--- config.mk ---
export PLATFORM = sky130hd
export DESIGN_NAME = gate_direction_decoder
export DESIGN_NICKNAME = d
export VERILOG_FILES = /design/src/rtl/gate_pkg.sv /design/src/rtl/gate_direction_decoder_debounce.sv /design/src/rtl/gate_direction_decoder.sv
export SDC_FILE = /design/constraint.sdc
export NUM_CORES = 1
export LEC_CHECK = 0
export CAP_MARGIN = 20
export CELL_PAD_IN_SITES_DETAIL_PLACEMENT = 1
export CELL_PAD_IN_SITES_GLOBAL_PLACEMENT = 1
export CORE_MARGIN = 2
export CORE_UTILIZATION = 39
export CTS_BUF_LIST = sky130_fd_sc_hd__clkbuf_8 sky130_fd_sc_hd__clkbuf_16
export DETAILED_ROUTE_END_ITERATION = 16
export PLACE_DENSITY_LB_ADDON = 0.2
export SYNTH_ARGS = -nofsm -noshare
export SYNTH_HDL_FRONTEND = slang
export SYNTH_SLANG_ARGS = --single-unit
--- constraint.sdc ---
create_clock -name clk -period 1.6 [get_ports clk]
set_input_delay 0.32 -clock clk [delete_from_list [all_inputs] [get_ports clk]]
set_output_delay 0.32 -clock clk [all_outputs]
set_load 0.05 [all_outputs]
--- src/rtl/gate_pkg.sv ---
// Shared types for the gate direction decoder: FSM state encoding, sensor pair codes
// and the sensor pair that each passage state corresponds to.
package gate_pkg;

    typedef enum logic [2:0] {
        IDLE       = 3'd0,
        EN1        = 3'd1,
        EN2        = 3'd2,
        EN3        = 3'd3,
        EX1        = 3'd4,
        EX2        = 3'd5,
        EX3        = 3'd6,
        WAIT_CLEAR = 3'd7
    } gate_state_t;

    // Pair is {A, B}: A is the outer sensor, B the inner one.
    localparam logic [1:0] PAIR_NONE = 2'b00;
    localparam logic [1:0] PAIR_A    = 2'b10;
    localparam logic [1:0] PAIR_B    = 2'b01;
    localparam logic [1:0] PAIR_AB   = 2'b11;

    function automatic logic [1:0] state_pair(input gate_state_t s);
        logic [1:0] p;
        case (s)
            EN1:     p = PAIR_A;
            EN2:     p = PAIR_AB;
            EN3:     p = PAIR_B;
            EX1:     p = PAIR_B;
            EX2:     p = PAIR_AB;
            EX3:     p = PAIR_A;
            default: p = PAIR_NONE;
        endcase
        return p;
    endfunction

endpackage

--- src/rtl/gate_direction_decoder_debounce.sv ---
// sensor_debounce: two-flop synchroniser followed by a level debouncer that adopts
// the synchronised level only after it has differed for DEBOUNCE_CYCLES cycles.
module sensor_debounce #(
    parameter int DEBOUNCE_CYCLES = 4
) (
    input  logic clk,
    input  logic reset,
    input  logic raw_i,
    output logic clean_o
);

    localparam int CW = $clog2(DEBOUNCE_CYCLES + 1);
    localparam logic [CW-1:0] CNT_LAST = CW'(DEBOUNCE_CYCLES - 1);
    localparam logic [CW-1:0] CNT_ONE  = CW'(1);

    logic          sync1_q;
    logic          sync2_q;
    logic          clean_q;
    logic          clean_d;
    logic [CW-1:0] cnt_q;
    logic [CW-1:0] cnt_d;

    // The count tops out one short of DEBOUNCE_CYCLES because the adopting cycle is the last one.
    always_comb begin
        cnt_d   = '0;
        clean_d = clean_q;
        if (sync2_q != clean_q) begin
            if (cnt_q == CNT_LAST) begin
                clean_d = sync2_q;
            end else begin
                cnt_d = cnt_q + CNT_ONE;
            end
        end
    end

    always_ff @(posedge clk or negedge reset) begin
        if (!reset) begin
            sync1_q <= 1'b0;
            sync2_q <= 1'b0;
            clean_q <= 1'b0;
            cnt_q   <= '0;
        end else begin
            sync1_q <= raw_i;
            sync2_q <= sync1_q;
            clean_q <= clean_d;
            cnt_q   <= cnt_d;
        end
    end

    assign clean_o = clean_q;

endmodule

--- src/rtl/gate_direction_decoder.sv ---
// Gate direction decoder: debounced A/B sensors feed a passage FSM emitting enter/exit/fault
// pulses. Defining GATE_TIMEOUT_EN adds a stall timeout that pulses abort.
module gate_direction_decoder
    import gate_pkg::*;
#(
    parameter int DEBOUNCE_CYCLES = 4,
    parameter int TIMEOUT_CYCLES  = 50_000_000
) (
    input  logic       clk,
    input  logic       reset,
    input  logic       a_raw,
    input  logic       b_raw,
    output logic       enter,
    output logic       exit,
    output logic       fault,
    output logic       abort,
    output logic       a_clean,
    output logic       b_clean,
    output logic [2:0] state_o
);

    if (TIMEOUT_CYCLES < 2) begin : g_bad_timeout
        $error("TIMEOUT_CYCLES must be at least 2");
    end

    gate_state_t state_q;
    gate_state_t state_d;
    logic        enter_q, enter_d;
    logic        exit_q, exit_d;
    logic        fault_q, fault_d;
    logic        abort_q, abort_d;
    logic [1:0]  pair;
    logic [1:0]  diff;

    sensor_debounce #(.DEBOUNCE_CYCLES(DEBOUNCE_CYCLES)) u_deb_a (
        .clk     (clk),
        .reset   (reset),
        .raw_i   (a_raw),
        .clean_o (a_clean)
    );

    sensor_debounce #(.DEBOUNCE_CYCLES(DEBOUNCE_CYCLES)) u_deb_b (
        .clk     (clk),
        .reset   (reset),
        .raw_i   (b_raw),
        .clean_o (b_clean)
    );

    assign pair = {a_clean, b_clean};
    // Each passage state implies the pair last seen, so no separate previous-pair register is needed.
    assign diff = pair ^ state_pair(state_q);

`ifdef GATE_TIMEOUT_EN
    localparam int TW = $clog2(TIMEOUT_CYCLES);
    localparam logic [TW-1:0] TMO_LAST = TW'(TIMEOUT_CYCLES - 1);
    localparam logic [TW-1:0] TMO_ONE  = TW'(1);

    logic [TW-1:0] tmo_q;
    logic [TW-1:0] tmo_d;
    logic          in_passage;

    assign in_passage = (state_q != IDLE) && (state_q != WAIT_CLEAR);
`endif

    always_comb begin
        state_d = state_q;
        enter_d = 1'b0;
        exit_d  = 1'b0;
        fault_d = 1'b0;
        abort_d = 1'b0;
`ifdef GATE_TIMEOUT_EN
        tmo_d   = '0;
`endif
        if (state_q == WAIT_CLEAR) begin
            if (pair == PAIR_NONE) begin
                state_d = IDLE;
            end
        end else if (diff == 2'b11) begin
            fault_d = 1'b1;
            state_d = (pair == PAIR_NONE) ? IDLE : WAIT_CLEAR;
        end else if (diff != 2'b00) begin
            case (state_q)
                IDLE: state_d = (pair == PAIR_A) ? EN1 : EX1;
                EN1:  state_d = (pair == PAIR_AB) ? EN2 : IDLE;
                EN2:  state_d = (pair == PAIR_B) ? EN3 : EN1;
                EN3: begin
                    if (pair == PAIR_NONE) begin
                        state_d = IDLE;
                        enter_d = 1'b1;
                    end else begin
                        state_d = EN2;
                    end
                end
                EX1:  state_d = (pair == PAIR_AB) ? EX2 : IDLE;
                EX2:  state_d = (pair == PAIR_A) ? EX3 : EX1;
                EX3: begin
                    if (pair == PAIR_NONE) begin
                        state_d = IDLE;
                        exit_d  = 1'b1;
                    end else begin
                        state_d = EX2;
                    end
                end
                default: state_d = IDLE;
            endcase
        end
`ifdef GATE_TIMEOUT_EN
        // Timeout only fires on a cycle with no other transition, keeping abort exclusive.
        if (in_passage && (state_d == state_q)) begin
            if (tmo_q == TMO_LAST) begin
                state_d = WAIT_CLEAR;
                abort_d = 1'b1;
            end else begin
                tmo_d = tmo_q + TMO_ONE;
            end
        end
`endif
    end

    always_ff @(posedge clk or negedge reset) begin
        if (!reset) begin
            state_q <= IDLE;
            enter_q <= 1'b0;
            exit_q  <= 1'b0;
            fault_q <= 1'b0;
            abort_q <= 1'b0;
        end else begin
            state_q <= state_d;
            enter_q <= enter_d;
            exit_q  <= exit_d;
            fault_q <= fault_d;
            abort_q <= abort_d;
        end
    end

`ifdef GATE_TIMEOUT_EN
    always_ff @(posedge clk or negedge reset) begin
        if (!reset) begin
            tmo_q <= '0;
        end else begin
            tmo_q <= tmo_d;
        end
    end
`endif

    assign enter   = enter_q;
    assign exit    = exit_q;
    assign fault   = fault_q;
    assign abort   = abort_q;
    assign state_o = state_q;

endmodule

==> impl_metrics.ini, run 1 <==
[pwr]
netSwitchingPower_uw = 921
seq_power_share_pct = 35.1
swShare_pct = 42.2
clkPwrFrac_pct = 14.1
leakage_nw = 0.467
combPwrFrac_pct = 50.8
ir_worst_vdd_mv = 0.898
p_int_mw = 1.26
power_density_nw_per_um2 = 2180

[synthesis]
synth-seq-area-share_pct = 56.7
synthTopCellsByCount = dfrtp_1, nor2b_1, nand2_1, nor2_1
yosys_warnings = 0
synth_compound_area_share_pct = 10.9
syn_area_per_cell_um2 = 11.4
synth_top_area_share_pct = 56.7
synth_area_leader_cell = dfrtp_1
yosysMostFrequentCell = dfrtp_1
synth_ff_type = dfrtp_1
synthCells = 70
async_reset_ff_share_pct = 100
synth-adder-area-share_pct = 3.15
ys_seq_elements = 18
synthMuxAreaShare_pct = 1.42
syn_nets = 76
synthTopCellsByArea = dfrtp_1, nor2b_1, ha_1
synth_area_um2 = 795
synth_edf_count = 0
synth_top_family_by_area = simple AND/OR/NAND/NOR gates
synth_cell_types = 27
synth_simple_gate_area_share_pct = 17.3
synth-xor-area-share_pct = 3.31

[cts]
cts_buffers = 3
cts_root_buf = clkbuf_8
tritoncts = done
clk_pin_slew_ps = 60
cts_hold_buf = 0
cts_num_sinks = 18
clk-insertion-delay-late_ps = 250
htree_levels = 1
cts_buffer_depth = 2
cts-resized-gates = 0
postCtsSetupBuffers = 0

[route]
routed-via-count = 544
drt-pass1-iter-count = 2
viasPerCell = 5.04
drt_iter0_markers = 6
drt-total-wl_um = 1440
drc_errors = 0
wire_per_inst_um = 13.4
ant_nets = 0

[floorplan]
boundaryPins = 13
core-area_um2 = 1940
die_width_um = 49.1
dieArea_um2 = 2410
die_h_um = 49.1
start_util_pct = 40.9
rows = 16

[placed_design]
dp.cells = 105
dpl.hpwl_um = 1080
place_congestion = 0.774
port_buffers = 11
post-place-ws_ps = 237

[final_layout]
syn_to_final_growth_pct = 26.1
fin_cells = 108
nNetsFinal = 89
diodes = 0
drive_above_1_share_pct = 21.0

[timing]
fin_skew_ps = 0.317
fin_crit_ps = 1390
finalMaxSlewViolations = 0
setup_tns_ps = 0
rsz0062_at_grt = false
fmax_mhz = 719
hold_viol = 0
layout_setup_ws_ps = 210
post-route-period-util_pct = 86.9
finalSetupViolations = 0

[grt]
antenna_found_initial = 0
grt-ovfl-total = 0
first_global_vias = 572
track_usage_pct = 14.4
grt_max_degree = 19
grt_pass1_wl_um = 2620

[run]
max-cap-violations = 0

[worst_setup_path]
critPathKind = reg -> reg
critPathMaxFanout = 13
critPathRequiredTime_ps = 1730
arrival_ps = 1520
end_kind = flop
worstSetupStartpointType = flop

[worst_hold_path]
hp-class = reg -> reg

[run_status]
outcome = completed
==> metal layers <==
layer / part of all wire, % / wire length (um) / track usage (%) / vias up
met5: 0 / 0 / 0 / -
met4: 0.83 / 12 / 7.14 / 0
met3: 3.5 / 51 / 3.07 / 2
met2: 50 / 719 / 23.2 / 8
met1: 46 / 661 / 18.4 / 277
li1: - / - / - / 257
==> metrics by stage <==
step	instance area, um2	hold WS [ps]	util, %	power, mW
after floorplan	795	24.4	-	1.48
after CTS	1000	363	51.6	2.20
after global routing	1000	367	51.6	2.33
final	1000	361	51.6	2.18
after detailed placement	961	350	49.5	1.89
after global placement	961	333	49.5	1.86
==> kinds of logic (layout without fill, tap and decap cells) <==
family,after synthesis,in the layout
AND/OR/NAND/NOR,24,24
flip-flops,18,18
AO/OA/AOI/OAI,12,12
buffers and inverters,9,20
XOR/XNOR,3,3
adder cells (fa/ha/maj),2,2
other,1,1
multiplexers,1,1
==> area by class of cell <==
| class | count | area [um2] |
|---|---|---|
| Fill cell | 215 | 940 |
| Sequential cell | 18 | 450 |
| Multi-Input combinational cell | 43 | 290 |
| Timing Repair Buffer | 14 | 175 |
| Clock buffer | 3 | 41.3 |
| Tap cell | 27 | 33.8 |
| Inverter | 3 | 11.3 |
==> sequential cells by signal (all words and copies together), names as in the netlist <==
name / cells
u_deb_b.clean_o: 1
enter: 1
u_deb_a.cnt_q: 3
u_deb_b.sync2_q: 1
u_deb_b.cnt_q: 3
fault: 1
u_deb_a.sync2_q: 1
u_deb_b.sync1_q: 1
exit: 1
state_o: 3
u_deb_a.clean_o: 1
u_deb_a.sync1_q: 1
==> worst max-delay path: stages (launching register included) <==
cell     delay, ps
dfrtp_1        620
nor2_1         120
a32o_1         280
a221o_1        260
==> power by group through the flow <==
| stage | clock network (mW) | registers, mW | logic, mW |
|---|---|---|---|
| 3_5_place_dp | 0 | 0.772 | 1.12 |
| 2_1_floorplan | 0 | 0.905 | 0.571 |
| 3_3_place_gp | 0 | 0.765 | 1.09 |
| 6_report | 0.308 | 0.766 | 1.11 |
| 4_1_cts | 0.314 | 0.765 | 1.12 |
| 5_1_grt | 0.334 | 0.795 | 1.20 |
==> cells in the final DEF (no fill, tap or decap), types with 3 or more instances in the layout <==
cell and instances:
inv_1 3, nand2_1 4, nor2b_1 6, buf_12 5
buf_4 6, nor3b_1 3, clkdlybuf4s50_1 3, o21ai_0 3
clkbuf_8 3, nor2_1 4, dfrtp_1 18
==> path summary, 6_finish.rpt <==
kind	from	endpoint	slack (ps)	depth (start not counted)
worst min register to register	u_deb_b.sync1_q	u_deb_b.sync2_q	360	0
worst max-delay path	u_deb_a.clean_o	state_o[0]	210	3
max in group asynchronous	reset	u_deb_b.sync2_q	1010	2
worst max register to register	u_deb_a.clean_o	state_o[0]	210	3
worst min-delay path	u_deb_b.sync1_q	u_deb_b.sync2_q	360	0
min in group asynchronous	reset	exit	400	2
(Power assumes the default switching activity.)
==> inputs of run 2 (changes only) <==
CORE_MARGIN = 5   (was 2)
==> impl_metrics.ini, run 2 (same netlist as run 1, synthesis figures left out) <==
[timing]
fin_skew_ps = 2.10
fin_crit_ps = 1390
finalSetupViolations = 0
finalMaxSlewViolations = 0
post-route-period-util_pct = 87.1
fmax_mhz = 717
rsz0062_at_grt = false
setup_tns_ps = 0
hold_viol = 0

[floorplan]
start_util_pct = 40.9
rows = 16
boundaryPins = 13
core-area_um2 = 1940
die_h_um = 55.1
die_width_um = 55.1
dieArea_um2 = 3040

[placed_design]
placed_area_um2 = 961
place_congestion = 0.756
port_buffers = 11
dpl.hpwl_um = 1210
dp.cells = 105

[route]
wire_per_inst_um = 14.5
drt_iter0_markers = 6
drt-pass1-iter-count = 3
routed-via-count = 547
drc_errors = 0
viasPerCell = 5.02
ant_nets = 0
drt-total-wl_um = 1580

[cts]
clk_pin_slew_ps = 70
postCtsSetupBuffers = 0
cts_root_buf = clkbuf_8
cts-resized-gates = 0
cts_buffers = 3
cts_hold_buf = 0
tritoncts = done
clk-insertion-delay-late_ps = 250
cts_buffer_depth = 2
htree_levels = 1
cts_num_sinks = 18

[final_layout]
drive_above_1_share_pct = 22.0
num-fill-cells = 222
multiInputGateArea_um2 = 290
design_area_um2 = 1020
fin_cells = 109
diodes = 0
syn_to_final_growth_pct = 27.9
area.sequential_um2 = 450
final_common_cell = dfrtp_1
nNetsFinal = 89
most-common-layout-cells = dfrtp_1, nor2b_1, buf_4

[pwr]
power_density_nw_per_um2 = 2220
ir_worst_vdd_mv = 0.955
swShare_pct = 41.8
p_int_mw = 1.31
seq_power_share_pct = 34.2
clkPwrFrac_pct = 16.4
leakage_nw = 0.475
netSwitchingPower_uw = 944
combPwrFrac_pct = 49.4

[grt]
grt_pass1_wl_um = 2730
track_usage_pct = 13.2
grt_max_degree = 19
grt-ovfl-total = 0
first_global_vias = 601
antenna_found_initial = 0

[worst_setup_path]
critPathTopFamily = flip-flops
crit_buf_inv = 1
arrival_ps = 1070
end_kind = primary output
crit_slowest_cell = dfrtp_1
reg2reg_depth = 3
critPathRequiredTime_ps = 1280
critical_path_depth = 1
critPathMaxFanout = 13
worstPathCellList = buf_12
worstSetupStartpointType = flop
critPathKind = reg -> out
max_stage_delay_ps = 620

[run_status]
outcome = completed

[run]
max-cap-violations = 0

[worst_hold_path]
hp-class = reg -> reg
whs_path_depth = 0
==> run 2: through the flow <==
stage	hold slack (ps)	utilization (%)	power [mW]	worst slack, ps
after global placement	332	49.5	1.85	290
after detailed placement	339	49.5	1.91	232
after CTS	354	52.3	2.28	199
after global routing	368	52.3	2.41	133
final	352	52.3	2.26	206
after floorplan	24.4	-	1.48	33.5
==> run 2: power groups by stage <==
stage          Combinational (mW)  Clock, mW  Sequential (mW)
2_1_floorplan               0.571          0            0.905
3_3_place_gp                 1.09          0            0.764
3_5_place_dp                 1.13          0            0.781
4_1_cts                      1.14      0.373            0.772
5_1_grt                      1.21      0.397            0.800
6_report                     1.12      0.370            0.772
==> run 2: per-layer routing <==
metal | wire, um | up-vias | share of wire [%] | global-route usage, %
met5 | 0 | - | 0 | 0
met4 | 29 | 0 | 1.8 | 6.07
met3 | 64 | 4 | 4.1 | 3.22
met2 | 844 | 10 | 53 | 23.4
met1 | 641 | 277 | 41 | 14.8
li1 | - | 256 | - | -
==> run 2: cell type report <==
| class | count | share of cell area [%] |
|---|---|---|
| Multi-Input combinational cell | 43 | 28.6 |
| Sequential cell | 18 | 44.3 |
| Clock buffer | 4 | 5.42 |
| Inverter | 3 | 1.11 |
| Tap cell | 27 | 3.33 |
| Timing Repair Buffer | 14 | 17.2 |
==> run 2: worst paths after layout <==
check | startpoint | endpoint | slack, ps
min in group asynchronous | reset | enter | 390
setup reg to reg | u_deb_a.clean_o | state_o[0] | 210
hold / removal | u_deb_a.sync1_q | u_deb_a.sync2_q | 350
max in group asynchronous | reset | u_deb_b.sync2_q | 1020
hold reg to reg | u_deb_a.sync1_q | u_deb_a.sync2_q | 350
setup / recovery | u_deb_a.clean_o | a_clean | 210
